`src/rtl/vcb_mod_updown_counter.sv`:
```
// Multi-digit modulo-MOD up/down counter (BCD with MOD=10), with parallel load,
// saturate/wrap mode, sticky overflow flag and TC/CEO for cascading.
module vcb_mod_updown_counter #(
  parameter int DIGITS = 4,
  parameter int MOD    = 10
) (
  input  logic                       clk,
  input  logic                       clr,
  input  logic                       ce,
  input  logic                       up,
  input  logic                       L,
  input  logic [DIGITS*$clog2(MOD)-1:0] di,
  input  logic                       sat,
  input  logic                       ovf_clr,
  output logic [DIGITS*$clog2(MOD)-1:0] Q,
  output logic                       TC,
  output logic                       CEO,
  output logic                       OVF
);

  localparam int W  = $clog2(MOD);
  localparam int QW = DIGITS * W;
  localparam logic [W-1:0] DMAX = W'(MOD - 1);

  logic [QW-1:0] q_q, q_d;
  logic          ovf_q, ovf_d;
  logic          all_max, all_zero, tc, term_evt;
  logic [W-1:0]  dig;
  logic          step_en;

  // Terminal detection looks at the whole count; it feeds TC and the flag.
  always_comb begin
    all_max  = 1'b1;
    all_zero = 1'b1;
    for (int k = 0; k < DIGITS; k++) begin
      if (q_q[k*W +: W] != DMAX) all_max  = 1'b0;
      if (q_q[k*W +: W] != '0)   all_zero = 1'b0;
    end
    tc       = up ? all_max : all_zero;
    term_evt = !L && ce && tc;
  end

  // NOTE: every combinational output gets a default before any branch, so no
  // path leaves a variable unassigned and no latch is inferred.
  always_comb begin
    q_d     = q_q;
    ovf_d   = ovf_q;
    dig     = '0;
    step_en = 1'b1;
    if (L) begin
      for (int k = 0; k < DIGITS; k++) begin
        dig = di[k*W +: W];
        q_d[k*W +: W] = (dig > DMAX) ? DMAX : dig;
      end
    end else if (ce && !(sat && tc)) begin
      // Ripple the step enable upward: a digit moves only when every lower
      // digit sits at its terminal value for the current direction.
      for (int k = 0; k < DIGITS; k++) begin
        dig = q_q[k*W +: W];
        if (step_en) begin
          if (up) q_d[k*W +: W] = (dig == DMAX) ? '0 : dig + 1'b1;
          else    q_d[k*W +: W] = (dig == '0)   ? DMAX : dig - 1'b1;
        end
        step_en = step_en && (up ? (dig == DMAX) : (dig == '0));
      end
    end
    if (ovf_clr)  ovf_d = 1'b0;
    if (term_evt) ovf_d = 1'b1;
  end

  // NOTE: state registers use non-blocking assignments so every flop samples
  // the pre-edge values, independent of statement order.
  always_ff @(posedge clk or posedge clr) begin
    if (clr) begin
      q_q   <= '0;
      ovf_q <= 1'b0;
    end else begin
      q_q   <= q_d;
      ovf_q <= ovf_d;
    end
  end

  assign Q   = q_q;
  assign OVF = ovf_q;
  assign TC  = tc;
  assign CEO = ce & tc;

endmodule

```
`config.mk`:
```
export PLATFORM = sky130hd
export DESIGN_NAME = vcb_mod_updown_counter
export DESIGN_NICKNAME = d
export VERILOG_FILES = /design/src/rtl/vcb_mod_updown_counter.sv
export SDC_FILE = /design/constraint.sdc
export NUM_CORES = 1
export LEC_CHECK = 0
export BUFFER_PORTS_ARGS = -buffer_cell sky130_fd_sc_hd__buf_4
export CAP_MARGIN = 20
export CORE_ASPECT_RATIO = 0.75
export CORE_MARGIN = 1
export CORE_UTILIZATION = 25
export CTS_CLUSTER_DIAMETER = 200
export CTS_CLUSTER_SIZE = 14
export DETAILED_ROUTE_END_ITERATION = 8
export GPL_ROUTABILITY_DRIVEN = 1
export GPL_TIMING_DRIVEN = 0
export PLACE_DENSITY = 0.49
export SYNTH_ARGS = -nofsm -noshare
export SYNTH_HDL_FRONTEND = slang
export SYNTH_SLANG_ARGS = --single-unit
export TNS_END_PERCENT = 20
```
`constraint.sdc`:
```
create_clock -name clk -period 2.7 [get_ports clk]
set_input_delay 0.135 -clock clk [delete_from_list [all_inputs] [get_ports clk]]
set_output_delay 0.135 -clock clk [all_outputs]
set_load 0.01 [all_outputs]
```
==> impl_metrics.py, run 1 <==
metrics = {
    "finish": {
        "n_antenna_cell": 0,
        "area_delta_synth_final_pct": 26.5,
        "final_nets": 278,
        "drive_gt1_frac": 0.240,
        "final_cells": 335,
        "fill_cells": 700,
        "utilization": 0.330,
    },
    "grt": {
        "track_usage": 0.159,
        "grt_max_degree": 18,
        "grt_pass1_wl_mm": 8.45,
        "grt_pass1_vias": 1627,
        "overflow": 0,
        "antenna_found_initial": 0,
    },
    "floorplanning": {
        "rows": 25,
        "dieArea_um2": 6960,
        "coreArea_um2": 6350,
        "die_y_um": 72.5,
        "pin_count": 42,
        "dieWidth_um": 96.0,
        "initial_utilization": 0.261,
    },
    "drt": {
        "vias": 1753,
        "wirelength_mm": 5.30,
        "drt_first_pass_iters": 4,
        "drtAntennaViolNets": 0,
        "detail_route.wl_per_cell_um": 15.8,
        "drt_iter0_drc": 107,
        "drc": 0,
        "routed_via_density": 5.23,
    },
    "hold_path": {
        "hold_class": "input pin to async pin",
    },
    "clocking": {
        "cts_resized": 0,
        "numCtsBuffers": 3,
        "cts_sinks": 17,
        "clk_latency_ps": 250,
        "clk_pin_slew_ps": 70,
        "htreeDepth": 1,
        "post_cts_buffers": 0,
        "cts_hold_buf": 0,
        "cts_tree": "built",
        "root_buffer": "clkbuf_8",
        "cts_buffer_depth": 2,
    },
    "yosys": {
        "synth-xor-area-share": 0.0423,
        "avgSynthCellArea_um2": 7.86,
        "ys.flop_type": "dfrtp_1",
        "synthAdderAreaFrac": 0,
        "synth.area.mux_share": 0,
        "synth_compound_area_frac": 0.301,
        "yosysWarnings": 0,
        "synth_seq_cells": 17,
        "synth_top_family_by_area": "simple AND/OR/NAND/NOR gates",
        "syn-cell-area_um2": 1660,
        "synth_top_area_frac": 0.257,
        "syn_nets": 234,
        "netlist_top_cells_area": "dfrtp_1 26%, nor3_1 4.2%, a21oi_1 3.6%, o21ai_0 3.3%, nor2_1 3.2%",
        "async_flop_share": 1.00,
        "yosysTopAreaCell": "dfrtp_1",
        "synthSimpleGateAreaFrac": 0.312,
        "synth_edf_count": 0,
        "syn_inst": 211,
        "yosysUniqueCellTypes": 56,
        "yosysSeqAreaShare": 0.257,
    },
    "setup_path": {
        "critPathLaunch": "Q[6]",
        "max_stage_delay_ps": 380,
        "startpoint_type": "flip-flop",
        "crit-reg2reg-launch": "Q[6]",
        "reg2reg_depth": 8,
        "cp_slowest_cell": "dfrtp_1",
        "cp_cell_sequence": "clkbuf_1, nor4_2, nand3_1, a21oi_2, buf_4, buf_6, nor3_1, a211o_1",
        "cp_data_required_time_ps": 2840,
        "cp_max_fo": 10,
        "endpoint_kind": "flip-flop",
        "worstSetupPathType": "flip-flop to flip-flop",
        "cp.arrival_ps": 2270,
    },
    "timing": {
        "finalCritPeriodShare": 0.789,
        "skew_ps": 1.18,
        "slew_headroom": 0.533,
        "fin_crit_ps": 2130,
        "final_hold_viol_count": 17,
        "rsz0062_at_grt": "no",
        "tns_ps": 0,
        "slew_viol_final": 0,
        "tightest_slew_ps": 700,
        "whs_ps": -8.06,
        "clock.fmax_ghz": 0.470,
        "finalSetupViolCount": 0,
    },
    "power_and_ir_drop": {
        "power.density_nw_per_um2": 398,
        "vdd_drop_max_uv": 150,
        "power.total_mw": 0.835,
        "leakagePower_nw": 0.831,
    },
    "placement": {
        "hpwl_mm": 3.96,
        "finalWeightedCongestion": 0.791,
        "io_buffers": 39,
        "placed_cells": 331,
    },
    "status": {
        "violations": "hold timing",
        "status": "complete, but fails checks",
    },
    "run": {
        "cap_violations": 0,
    },
}
[flip-flops by register name (all words and copies together), names as in the netlist]
signal	cells
Q	16
OVF	1
[final cells by class]
type	count	area (µm²)	share of cell area
multi-input combinational	163	1090	0.518
sequential	17	425	0.203
timing repair buffer	39	293	0.140
tap	81	101	0.0483
buffer	19	100	0.0477
clock buffer	4	45.0	0.0215
inverter	12	45.0	0.0215
[critical path: cells and delay by family (launching register included)]
family | cells | cell delay (ps)
buffers and inverters | 3 | 610
and+or+nand+nor | 3 | 560
AOI/OAI and AO/OA | 2 | 450
DFF | 1 | 380
[power breakdown]
part	switching (mW)	internal [mW]
clock	0.0934	0.105
combinational	0.171	0.149
sequential	0.0378	0.279
total	0.302	0.532
[kinds of logic (layout without fill, tap and decap cells)]
family          Yosys count  count (layout)
xor+xnor                  8               8
compound gates           67              67
flops                    17              17
simple gates             88              88
buf+inv                  31              74
[cell usage after synthesis (2+ instances only)]
library cell  number
dfrtp_1           17
nor2_1            14
nor3_1            14
a21oi_1           12
inv_1             12
o21ai_0           11
clkbuf_1          10
nand2_1            8
nand3_1            8
xnor2_1            6
a31oi_1            5
and3_1             5
buf_2              5
nand3b_1           5
or3_1              5
or4_1              5
nand4_1            4
o211ai_1           4
o21a_1             4
a211oi_1           3
a221oi_1           3
and2_1             3
and4_1             3
o311ai_0           3
o31ai_1            3
a221o_1            2
buf_4              2
buf_6              2
nand2b_1           2
nand4b_1           2
o311ai_1           2
o32ai_1            2
xor2_1             2
[cell usage in the layout (no fill, tap or decap), types with 5 or more instances in the layout]
cell      count
a31oi_1       5
o21ai_0      11
nor3_1       14
clkbuf_1     11
xnor2_1       6
buf_2         5
nand3b_1      5
nand2_1       8
nor2_1       14
or4_1         5
a21oi_1      12
dfrtp_1      17
and3_1        5
buf_4        41
inv_1        12
nand3_1       8
or3_1         5
[per-layer routing]
layer / track usage / vias up / part of all wire
met3: 0.0325 / 2 / 0.070
li1: - / 894 / -
met4: 0.0199 / 0 / 0.0055
met1: 0.247 / 806 / 0.49
met2: 0.229 / 51 / 0.43
met5: 0 / - / 0
[worst paths after layout]
path / end / slack, ps
setup / recovery: Q[5] / 570
hold / removal: Q[3] / -8
setup reg to reg: Q[5] / 570
hold reg to reg: OVF / 540
max in group asynchronous: Q[12] / 2270
min in group clk: Q[6] / 90
[per-stage QoR]
stage	setup WS [ps]	instance area (µm²)	hold slack, ps
after floorplan	751	1660	61.1
after global placement	532	2050	301
after detailed placement	548	2050	295
after CTS	533	2100	11.1
after global routing	352	2100	42.2
final	571	2100	-8.06
Note: power is estimated with default switching activity, not from simulation.
==> run 2: changes to the inputs <==
--- a/config.mk
+++ b/config.mk
@@ -5,6 +5,7 @@
 export SDC_FILE = /design/constraint.sdc
 export NUM_CORES = 1
 export LEC_CHECK = 0
+export ABC_AREA = 1
 export BUFFER_PORTS_ARGS = -buffer_cell sky130_fd_sc_hd__buf_4
 export CAP_MARGIN = 20
 export CORE_ASPECT_RATIO = 0.75
==> constraint.sdc (replaced) <==
create_clock -name clk -period 2.15 [get_ports clk]
set_input_delay 0.1075 -clock clk [delete_from_list [all_inputs] [get_ports clk]]
set_output_delay 0.1075 -clock clk [all_outputs]
set_load 0.01 [all_outputs]
==> impl_metrics.py, run 2 <==
metrics = {
    "run": {
        "cap_violations": 0,
    },
    "timing": {
        "tns_ps": 0,
        "finalCritPeriodShare": 0.868,
        "fin_crit_ps": 1870,
        "final_hold_viol_count": 0,
        "clock.fmax_ghz": 0.536,
        "finalSetupViolCount": 0,
        "rsz0062_at_grt": "no",
        "slew_headroom": 0.517,
        "tightest_slew_ps": 723,
        "skew_ps": 2.36,
        "slew_viol_final": 0,
        "whs_ps": 25.1,
    },
    "floorplanning": {
        "coreArea_um2": 5980,
        "initial_utilization": 0.268,
        "die_y_um": 71.3,
        "rows": 24,
        "dieArea_um2": 6720,
        "dieWidth_um": 94.4,
        "pin_count": 42,
    },
    "setup_path": {
        "cp-endpoint": "CEO",
        "r2r_slack_ps": 490,
        "worstSetupPathType": "flip-flop to output port",
        "endpoint_kind": "output port",
        "cp_data_required_time_ps": 2040,
        "cp.depth": 6,
        "cp_slowest_cell": "dfrtp_1",
        "startpoint_type": "flip-flop",
        "reg2reg_depth": 10,
        "r2r-end": "Q[9]",
        "crit_top_cell": "nor2_1",
        "cp_max_fo": 6,
        "crit-reg2reg-launch": "Q[8]",
        "max_stage_delay_ps": 440,
        "cp_top_family": "simple AND/OR/NAND/NOR gates",
        "cp_num_buf_inv": 1,
        "cp.arrival_ps": 1760,
        "cp_cell_sequence": "nor2_1, nand2_1, nor2_1, nand3_1, a21boi_0, buf_4",
        "critPathLaunch": "Q[8]",
    },
    "yosys": {
        "yosysUniqueCellTypes": 28,
        "synth_edf_count": 0,
        "synthAdderAreaFrac": 0,
        "yosysSeqAreaShare": 0.266,
        "avgSynthCellArea_um2": 6.20,
        "syn_inst": 258,
        "synth.area.mux_share": 0,
        "synth_top_area_frac": 0.266,
        "yosysTopAreaCell": "dfrtp_1",
        "syn-cell-area_um2": 1600,
        "synth_compound_area_frac": 0.187,
        "synth_top_cells_by_count": "71 x nand2_1, 33 x nand3_1, 27 x inv_1, 27 x o21ai_0, 19 x nor2_1",
        "yosysMostFrequentCell": "nand2_1",
        "ys.flop_type": "dfrtp_1",
        "yosysWarnings": 0,
        "netlist_top_cells_area": "dfrtp_1 27%, nand2_1 17%, nand3_1 10%, o21ai_0 8.5%, inv_1 6.3%",
        "synth_top_family_by_area": "simple AND/OR/NAND/NOR gates",
        "async_flop_share": 1.00,
        "synth_seq_cells": 17,
        "syn_nets": 281,
        "synth-xor-area-share": 0.0164,
        "synthSimpleGateAreaFrac": 0.430,
    },
    "finish": {
        "utilization": 0.342,
        "drive_gt1_frac": 0.262,
        "final_cell_mix": "71 x nand2_1, 40 x buf_4, 33 x nand3_1",
        "fill_cells": 689,
        "final_nets": 326,
        "n_antenna_cell": 0,
        "largest_reg_flops": 16,
        "area_delta_synth_final_pct": 27.9,
        "final_area_um2": 2050,
        "mostFrequentLayoutCell": "nand2_1",
    },
    "drt": {
        "drt_iter0_drc": 84,
        "routed_via_density": 4.70,
        "drt_first_pass_iters": 4,
        "vias": 1786,
        "wirelength_mm": 4.76,
        "drtAntennaViolNets": 0,
        "detail_route.wl_per_cell_um": 12.5,
        "drc": 0,
    },
    "placement": {
        "hpwl_mm": 3.74,
        "dpl-instance-area_um2": 1990,
        "finalWeightedCongestion": 0.873,
        "io_buffers": 39,
    },
    "clocking": {
        "cts_sinks": 17,
        "clk_latency_ps": 260,
        "post_cts_buffers": 0,
        "cts_tree": "built",
        "cts_hold_buf": 1,
        "htreeDepth": 1,
        "numCtsBuffers": 3,
        "cts_buffer_depth": 2,
        "cts_resized": 0,
        "root_buffer": "clkbuf_8",
        "clk_pin_slew_ps": 80,
    },
    "grt": {
        "grt_max_degree": 18,
        "track_usage": 0.155,
        "grt_pass1_vias": 1676,
        "antenna_found_initial": 0,
        "grt_pass1_wl_mm": 8.18,
        "overflow": 0,
    },
    "status": {
        "status": "complete, no violations",
    },
    "power_and_ir_drop": {
        "power.density_nw_per_um2": 619,
        "leakagePower_nw": 1.06,
        "power.total_mw": 1.27,
        "vdd_drop_max_uv": 237,
    },
    "hold_path": {
        "hold_class": "input pin to flip-flop",
    },
}
-- run 2: cell count changes after synthesis, sizes merged, moves of 6 or more --
cell    previous run  this run
nor2              14        27
or3                6         0
nand2              8        79
nand3              9        38
xnor2              6         0
nor3              14         0
clkbuf            10         2
o21ai             11        30
inv               12        32
-- run 2: where the power goes --
| part | internal [mW] | switching [mW] |
|---|---|---|
| sequential | 0.368 | 0.0925 |
| combinational | 0.229 | 0.317 |
| clock | 0.129 | 0.131 |
-- run 2: worst min path at each step --
| stage | from | to | slack (ps) | depth (start not counted) |
|---|---|---|---|---|
| 2_1_floorplan | clr | OVF | 30 | 1 |
| 3_3_place_gp | clr | Q[9] | 290 | 2 |
| 3_5_place_dp | clr | Q[9] | 290 | 2 |
| 4_1_cts | ovf_clr | OVF | 20 | 2 |
| 5_1_grt | ovf_clr | OVF | 20 | 2 |
| 6_report | ovf_clr | OVF | 30 | 2 |
-- run 2: kinds of logic (layout without fill, tap and decap cells) --
family,Yosys count,in the layout
AOI/OAI and AO/OA,52,52
xor gates and xnor gates,3,3
buffers and inverters,40,84
DFF,17,17
and+or+nand+nor,146,146
-- run 2: cell type report --
class / instances / area [µm²] / area share
Multi-Input combinational cell: 201 / 1010 / 0.495
Clock buffer: 3 / 41.3 / 0.0202
Timing Repair Buffer: 40 / 303 / 0.148
Clock inverter: 1 / 5.00 / 0.00245
Buffer: 8 / 40.0 / 0.0196
Inverter: 32 / 120 / 0.0587
Sequential cell: 17 / 425 / 0.208
Tap cell: 78 / 97.6 / 0.0477
-- run 2: metal layers --
layer / global-route usage / routed length (µm)
met4: 0.0205 / 10
met1: 0.240 / 2500
met3: 0.0329 / 347
met2: 0.224 / 1900
met5: 0 / 0
-- run 2: per-stage QoR --
| step | setup slack (ps) | cells |
|---|---|---|
| CTS | 240 | 380 |
| global placement | 485 | 375 |
| floorplan | 629 | 258 |
| global route | 110 | 380 |
| detailed placement | 488 | 375 |
| finish | 285 | 380 |
-- run 2: worst reg2reg max path, delay by kind of cell (launching register included) --
kind / cells / cell delay, ps
and+or+nand+nor: 10 / 1110
DFF: 1 / 440
==> run 3: changes to the inputs <==
--- a/config.mk
+++ b/config.mk
@@ -7,16 +7,17 @@
 export LEC_CHECK = 0
 export ABC_AREA = 1
 export BUFFER_PORTS_ARGS = -buffer_cell sky130_fd_sc_hd__buf_4
-export CAP_MARGIN = 20
+export CAP_MARGIN = 25
 export CORE_ASPECT_RATIO = 0.75
 export CORE_MARGIN = 1
-export CORE_UTILIZATION = 25
+export CORE_UTILIZATION = 40
+export CTS_BUF_LIST = sky130_fd_sc_hd__clkbuf_2
 export CTS_CLUSTER_DIAMETER = 200
 export CTS_CLUSTER_SIZE = 14
 export DETAILED_ROUTE_END_ITERATION = 8
 export GPL_ROUTABILITY_DRIVEN = 1
 export GPL_TIMING_DRIVEN = 0
-export PLACE_DENSITY = 0.49
+export PLACE_DENSITY = 0.68
 export SYNTH_ARGS = -nofsm -noshare
 export SYNTH_HDL_FRONTEND = slang
 export SYNTH_SLANG_ARGS = --single-unit
==> impl_metrics.py, run 3 (synthesis results as in run 2) <==
metrics = {
    "finish": {
        "final_cell_mix": "71 x nand2_1, 40 x buf_4, 33 x nand3_1",
        "drive_gt1_frac": 0.264,
        "final_nets": 327,
        "n_antenna_cell": 0,
        "largest_reg_flops": 16,
        "utilization": 0.536,
        "area_delta_synth_final_pct": 25.0,
        "mostFrequentLayoutCell": "nand2_1",
    },
    "grt": {
        "grt_max_degree": 18,
        "overflow": 0,
        "grt_pass1_wl_mm": 7.43,
        "grt_pass1_vias": 1652,
        "antenna_found_initial": 0,
        "track_usage": 0.226,
    },
    "drt": {
        "wirelength_mm": 4.30,
        "drt_first_pass_iters": 4,
        "drtAntennaViolNets": 0,
        "drc": 0,
        "detail_route.wl_per_cell_um": 12.1,
        "vias": 1826,
        "drt_iter0_drc": 206,
        "routed_via_density": 5.14,
    },
    "placement": {
        "finalWeightedCongestion": 0.836,
        "dpl_worst_slack_ps": 451,
        "io_buffers": 39,
        "hpwl_mm": 3.26,
    },
    "setup_path": {
        "r2r-end": "Q[15]",
        "crit-reg2reg-launch": "Q[2]",
        "r2r_slack_ps": 430,
        "reg2reg_depth": 12,
        "cp_max_fo": 6,
        "endpoint_kind": "output port",
        "startpoint_type": "flip-flop",
        "cp_data_required_time_ps": 2040,
        "cp.arrival_ps": 1820,
        "worstSetupPathType": "flip-flop to output port",
    },
    "timing": {
        "clock.fmax_ghz": 0.518,
        "fin_crit_ps": 1930,
        "final_hold_viol_count": 0,
        "finalCritPeriodShare": 0.897,
        "slew_headroom": 0.542,
        "slew_viol_final": 0,
        "finalSetupViolCount": 0,
        "tightest_slew_ps": 686,
        "rsz0062_at_grt": "no",
        "skew_ps": 4.23,
        "tns_ps": 0,
        "layout_setup_ws_ps": 220,
    },
    "floorplanning": {
        "dieArea_um2": 4260,
        "coreArea_um2": 3730,
        "initial_utilization": 0.428,
        "rows": 19,
        "dieWidth_um": 75.0,
        "die_y_um": 56.8,
        "pin_count": 42,
    },
    "clocking": {
        "cts_tree": "built",
        "cts_buffer_depth": 2,
        "htreeDepth": 1,
        "root_buffer": "clkbuf_2",
        "post_cts_buffers": 0,
        "cts_sinks": 17,
        "clk_pin_slew_ps": 190,
        "clk_latency_ps": 320,
        "numCtsBuffers": 3,
    },
    "hold_path": {
        "hold_path.startpoint": "di[1]",
        "hold_end": "Q[1]",
        "hold_depth": 5,
        "hold_class": "input pin to flip-flop",
    },
    "power_and_ir_drop": {
        "power.total_mw": 1.17,
        "leakagePower_nw": 1.06,
        "vdd_drop_max_uv": 322,
        "power.density_nw_per_um2": 587,
    },
    "status": {
        "status": "complete, no violations",
    },
    "run": {
        "cap_violations": 0,
    },
}
run 3: timing repair:
| item | 4_1_cts | 5_1_grt |
|---|---|---|
| gates resized for setup | 0 | 2 |
| hold endpoints to repair | 18 | 0 |
| hold buffers | 2 | 0 |
| setup endpoints to repair | 0 | 1 |
run 3: power breakdown:
group | total, mW | internal, mW | switching, mW
clock network | 0.169 | 0.0492 | 0.120
logic | 0.545 | 0.231 | 0.314
registers | 0.460 | 0.368 | 0.0926
run 3: worst max-delay path, stage by stage, from the launching register on:
cell      delay [ps]
dfrtp_1          470
inv_2            130
nand2_1          100
inv_1             80
nand2_1           70
nor2_1           150
nand3_2          100
a21boi_1         220
buf_4            170
run 3: layer usage:
layer	global-route usage	up-vias	share of wire
met3	0.0449	0	0.054
li1	-	936	-
met2	0.354	53	0.45
met5	0	-	0
met4	0.0162	0	0
met1	0.330	837	0.50
run 3: per-stage QoR:
| stage | area [µm²] | hold WS (ps) | cells |
|---|---|---|---|
| detailed placement | 1960 | 261 | 349 |
| floorplan | 1600 | 33.6 | 258 |
| global placement | 1960 | 266 | 349 |
| global route | 2000 | 138 | 355 |
| finish | 2000 | 95.7 | 355 |
| CTS | 2000 | 95.0 | 355 |
run 3: worst max-delay path by stage:
stage / slack [ps] / depth (start not counted) / start / endpoint
after detailed placement: 450 / 10 / Q[8] / Q[15]
final: 220 / 8 / Q[2] / CEO
after global placement: 460 / 10 / Q[8] / Q[12]
after global routing: 50 / 6 / Q[4] / CEO
after CTS: 80 / 6 / Q[8] / CEO
after floorplan: 630 / 12 / Q[2] / Q[2]
run 3: area by class of cell:
cell class                      instances  area (µm²)
Fill cell                             377        1730
Timing Repair Buffer                   41         313
Inverter                               32         120
Buffer                                  8        40.0
Tap cell                               52        65.1
Clock buffer                            4        20.0
Multi-Input combinational cell        201        1020
Sequential cell                        17         425
